**src/rtl/mem_responder.sv**
```systemverilog
// rtl/mem_responder.sv - valid/ready data-store responder for read/write/double/complement ops.
// Define MEM_RMW_EN to enable the double/complement datapath; otherwise those ops respond with rsp_err.
module mem_responder #(
  parameter int AW          = 4,
  parameter int DW          = 8,
  parameter int WAIT_STATES = 0
) (
  input  logic          CLK,
  input  logic          RST,
  input  logic          req_valid,
  output logic          req_ready,
  input  logic [1:0]    req_op,
  input  logic [AW-1:0] req_addr,
  input  logic [DW-1:0] req_wdata,
  output logic          rsp_valid,
  input  logic          rsp_ready,
  output logic [DW-1:0] rsp_rdata,
  output logic          rsp_err
);

  typedef enum logic [1:0] {IDLE, WAIT, EXEC, RESP} state_t;

  localparam logic [2:0] CNT_LOAD = (WAIT_STATES > 0) ? 3'(WAIT_STATES - 1) : 3'd0;

  state_t        state;
  state_t        state_nxt;
  logic [1:0]    op_q;
  logic [AW-1:0] addr_q;
  logic [DW-1:0] wdata_q;
  logic [2:0]    cnt;
  logic [DW-1:0] mem [2**AW];

  logic          accept;
  logic [DW-1:0] cur;
  logic          ex_we;
  logic [DW-1:0] ex_data;
  logic          ex_err;

  assign accept = req_valid && req_ready;

  always_ff @(posedge CLK) begin
    if (RST) state <= IDLE;
    else     state <= state_nxt;
  end

  always_comb begin
    state_nxt = state;
    req_ready = 1'b0;
    rsp_valid = 1'b0;
    case (state)
      IDLE: begin
        req_ready = !RST;
        if (req_valid && !RST) state_nxt = (WAIT_STATES > 0) ? WAIT : EXEC;
      end
      WAIT: if (cnt == 3'd0) state_nxt = EXEC;
      EXEC: state_nxt = RESP;
      RESP: begin
        rsp_valid = 1'b1;
        if (rsp_ready) state_nxt = IDLE;
      end
      default: state_nxt = IDLE;
    endcase
  end

  // Operation result, computed from the latched request and the current word.
  always_comb begin
    cur     = mem[addr_q];
    ex_we   = 1'b0;
    ex_data = cur;
    ex_err  = 1'b0;
    case (op_q)
      2'b00: ;
      2'b01: begin
        ex_we   = 1'b1;
        ex_data = wdata_q;
      end
`ifdef MEM_RMW_EN
      2'b10: begin
        ex_we   = 1'b1;
        ex_data = {cur[DW-2:0], 1'b0};
      end
      default: begin
        ex_we   = 1'b1;
        ex_data = ~cur;
      end
`else
      default: begin
        ex_data = '0;
        ex_err  = 1'b1;
      end
`endif
    endcase
  end

  // Reset has priority, so an EXEC edge with RST high commits nothing.
  always_ff @(posedge CLK) begin
    if (RST) begin
      op_q      <= 2'b00;
      addr_q    <= '0;
      wdata_q   <= '0;
      cnt       <= 3'd0;
      rsp_rdata <= '0;
      rsp_err   <= 1'b0;
      mem       <= '{default: '0};
    end else begin
      if (accept) begin
        op_q    <= req_op;
        addr_q  <= req_addr;
        wdata_q <= req_wdata;
        cnt     <= CNT_LOAD;
      end
      if (state == WAIT && cnt != 3'd0) cnt <= cnt - 3'd1;
      if (state == EXEC) begin
        rsp_rdata <= ex_data;
        rsp_err   <= ex_err;
        if (ex_we) mem[addr_q] <= ex_data;
      end
    end
  end

endmodule
```
**config.mk**
```make
export PLATFORM = sky130hd
export DESIGN_NAME = mem_responder
export DESIGN_NICKNAME = d
export VERILOG_FILES = /design/src/rtl/mem_responder.sv
export SDC_FILE = /design/constraint.sdc
export NUM_CORES = 1
export LEC_CHECK = 0
export CAP_MARGIN = 20
export CORE_MARGIN = 4
export CORE_UTILIZATION = 68
export CTS_BUF_LIST = sky130_fd_sc_hd__clkbuf_4 sky130_fd_sc_hd__clkbuf_8
export DETAILED_ROUTE_END_ITERATION = 10
export GPL_ROUTABILITY_DRIVEN = 0
export HOLD_SLACK_MARGIN = 0.02
export PLACE_DENSITY = 0.86
export SYNTH_ARGS = -nofsm -noshare
export SYNTH_HDL_FRONTEND = slang
export SYNTH_SLANG_ARGS = --single-unit
```
**constraint.sdc**
```tcl
create_clock -name CLK -period 3.48 [get_ports CLK]
set_input_delay 0.522 -clock CLK [delete_from_list [all_inputs] [get_ports CLK]]
set_output_delay 0.522 -clock CLK [all_outputs]
set_load 0.02 [all_outputs]
```
==> flow_metrics.py <==
metrics = {
    "finish": {
        "final_net_count": 717,
        "syn2layout_area_growth_pct": 9.199,
        "final_area_um2": 7694,
        "multi_input_area_um2": 3598,
        "regArea_um2": 3124,
        "drive_gt1_share_pct": 11.69,
        "ant_diodes": 0,
        "final.fill_count": 642,
    },
    "synth": {
        "netlist_area_pre_place_um2": 7046,
        "synth-async-reset-ratio_pct": 0,
        "synthDistinctLibCells": 43,
        "post_synth.cell_area_avg_um2": 10.09,
        "synth-edff-count": 0,
        "syn-num-nets": 718,
        "synth.ff_latch_count": 156,
        "post_synth_inst_count": 698,
        "synth_seq_area_share_pct": 44.33,
        "yosys_most_used_dff": "dfxtp_1",
        "ys_warn_count": 0,
    },
    "detailed_routing": {
        "final_antenna_net_count": 0,
        "routed_wire_length_per_instance_um": 19.61,
        "detailedRoute.firstPassIterationCount": 5,
        "detail_route.drc_violations": 0,
        "dr_total_vias": 5142,
        "route.final.wire_length_mm": 16.53,
        "first_iter_violations": 528,
        "post_drt_via_cell_ratio": 6.100,
    },
    "power": {
        "power.total_w": 0.003483,
        "vdd_ir_drop_max_uv": 397.2,
        "p_leak_nw": 3.307,
        "power_density_nw_per_um2": 452.8,
    },
    "timing": {
        "timing.final.crit_share_pct": 71.12,
        "final.setup.worst_slack_ns": 1.005,
        "maxSlewHeadroom_pct": 28.42,
        "setup_repair_after_global_routing_missed_its_margin": "no",
        "timing.fmax_mhz": 404.0,
        "min_period_ns": 2.475,
        "totalNegativeSetupSlack_ns": 0,
        "hold_violations": 0,
        "clock-skew-final_ns": 0.009534,
        "report.final.setup_viol": 0,
        "worstMarginPinSlew_ns": 1.074,
        "timing_max_transition_violations_final": 0,
    },
    "setup_path": {
        "timing.critical_path.slowest_stage_cell": "dfxtp_2",
        "end_kind": "register",
        "timing.critical_path.required_ns": 3.80,
        "timing.critical_path.arrival_ns": 2.79,
        "critical_path.cell_chain": "buf_4 > mux2i_1 > a22oi_1 > a31oi_1 > a311oi_1",
        "crit_path_max_incr_delay_ns": 1.05,
        "timing.critical_path.buf_inv": 1,
        "timing_worst_setup_path_type": "reg2reg",
        "cpLargestDelayFamily": "flip-flops",
        "worstSetupStartpointType": "register",
        "critical_path.max_fanout": 39,
    },
    "floorplan": {
        "floorplan.initialDensity_pct": 71.10,
        "die_x_um": 109.8,
        "floorplan.core_area_um2": 9910,
        "floorplan.die_area_um2": 12050,
        "pin_count": 29,
        "die_y_um": 109.8,
        "std_cell_rows": 36,
    },
    "global_routing": {
        "largest_net_degree_at_the_start_of_global_routing": 121,
        "grt_antenna_before_repair": 1,
        "wire_length_of_the_first_global_routing_pass_mm": 26.27,
        "grt_pass1_vias": 5056,
        "globalRouteOverflowTotal": 0,
        "grt_util_all_layers_pct": 28.94,
    },
    "cts": {
        "num_cts_buffers": 17,
        "clkLatencyLatePin_ns": 0.45,
        "cts_tree": "built",
        "cts_resized": 0,
        "clock_tree.buffer_depth": 2,
        "post_cts.repair.setup_buffers": 0,
        "clk_transition_reported_paths_ns": 0.08,
        "cts_root_buf": "clkbuf_8",
        "holdBufCountCts": 0,
        "clock_sink_count": 156,
        "cts_max_level": 4,
    },
    "placement": {
        "port_buffers": 28,
        "dp.final_hpwl_mm": 10.82,
        "place_ws_ns": 1.016,
        "placed_area_um2": 7276,
    },
    "flow_run": {
        "max_cap_violations": 0,
    },
    "outcome": {
        "run_status": "finished clean",
    },
    "worst_hold_path": {
        "worstHoldPathType": "reg2reg",
    },
}
[worst min-delay path: stages (launching register included)]
cell and delay [ns]:
dfxtp_1 0.32, nand2b_1 0.06, o21ai_0 0.06
[logic make-up after synthesis]
family                     Yosys count  share of synthesized area [%]
xor gates and xnor gates             1                         0.1243
DFF                                156                          44.33
buffers and inverters               65                          4.688
muxes                              186                          29.73
and+or+nand+nor                    239                          16.44
adders and majority gates            2                         0.3551
AOI/OAI and AO/OA                   49                          4.333
[power breakdown]
group | internal, W | switching, W
registers | 0.00181 | 0.0000606
clock network | 0.000676 | 0.000650
logic | 0.000123 | 0.000164
total | 0.00261 | 0.000875
[synth_stat cells (2+ instances only)]
library cell / n / area (µm²)
a21oi_1: 11 / 55.05
a22oi_1: 8 / 60.06
a311oi_1: 8 / 70.07
a31oi_1: 8 / 50.05
and2_0: 6 / 37.54
and2_1: 4 / 25.02
and3_1: 3 / 18.77
buf_2: 25 / 125.1
buf_4: 7 / 52.55
buf_6: 2 / 22.52
clkbuf_1: 24 / 90.09
clkbuf_2: 2 / 10.01
dfxtp_1: 156 / 3123
ha_1: 2 / 25.02
inv_1: 3 / 11.26
mux2_2: 8 / 90.09
mux2i_1: 162 / 1622
mux4_1: 6 / 157.7
mux4_2: 10 / 225.2
nand2_1: 33 / 123.9
nand2b_1: 17 / 106.4
nand3_2: 9 / 90.09
nand3b_1: 2 / 15.01
nor2_1: 144 / 540.5
nor2b_1: 6 / 37.54
nor3_1: 2 / 10.01
o21ai_0: 14 / 70.07
[per-layer routing]
layer | part of all wire [%] | global-route usage (%) | routed length [µm] | vias to the layer above
li1 | - | - | - | 2396
met2 | 46 | 45.15 | 7655 | 248
met5 | 0.048 | 0 | 8 | -
met1 | 43 | 38.47 | 7083 | 2455
met4 | 2.5 | 10.77 | 411 | 2
met3 | 8.3 | 7.927 | 1371 | 41
[final timing paths]
| path | startpoint | to | slack (ns) | depth (start not counted) |
|---|---|---|---|---|
| max reg2reg | addr_q[1] | rsp_rdata[1] | 1.00 | 5 |
| min | wdata_q[7] | wdata_q[7] | 0.48 | 2 |
| min reg2reg | wdata_q[7] | wdata_q[7] | 0.48 | 2 |
| max | addr_q[1] | rsp_rdata[1] | 1.00 | 5 |
[layout by cell type (no fill, tap or decap), types with 9 or more instances in the layout]
master / netlist / layout
o21ai_0: 14 / 14
dfxtp_1: 156 / 155
clkbuf_8: 0 / 18
nand2_1: 33 / 33
nand3_2: 9 / 9
clkdlybuf4s50_1: 0 / 27
a21oi_1: 11 / 11
mux4_2: 10 / 10
nor2_1: 144 / 144
buf_4: 7 / 14
mux2i_1: 162 / 162
nand2b_1: 17 / 17
[cell type report]
type                       instances  area share [%]
clock buffer                      21           3.513
inverter                           3          0.1464
tap                              133           2.163
sequential                       156           40.61
clock inverter                    11           1.561
multi-input combinational        477           46.77
timing repair buffer              42           5.237
[through the flow]
step | cells | hold slack, ns | util, %
2_1_floorplan | 698 | 0.4440 | -
3_3_place_gp | 810 | 0.4599 | 73.42
3_5_place_dp | 810 | 0.4621 | 73.42
4_1_cts | 842 | 0.4614 | 77.36
5_1_grt | 843 | 0.4799 | 77.64
6_report | 843 | 0.4846 | 77.64
[flip-flops by register name, summed over array words and instances, names as in the netlist]
name	cells
addr_q	4
cnt	3
mem	128
op_q	2
rsp_err	1
rsp_rdata	8
state	2
wdata_q	8
No activity file was read; power rests on OpenSTA's default activity.
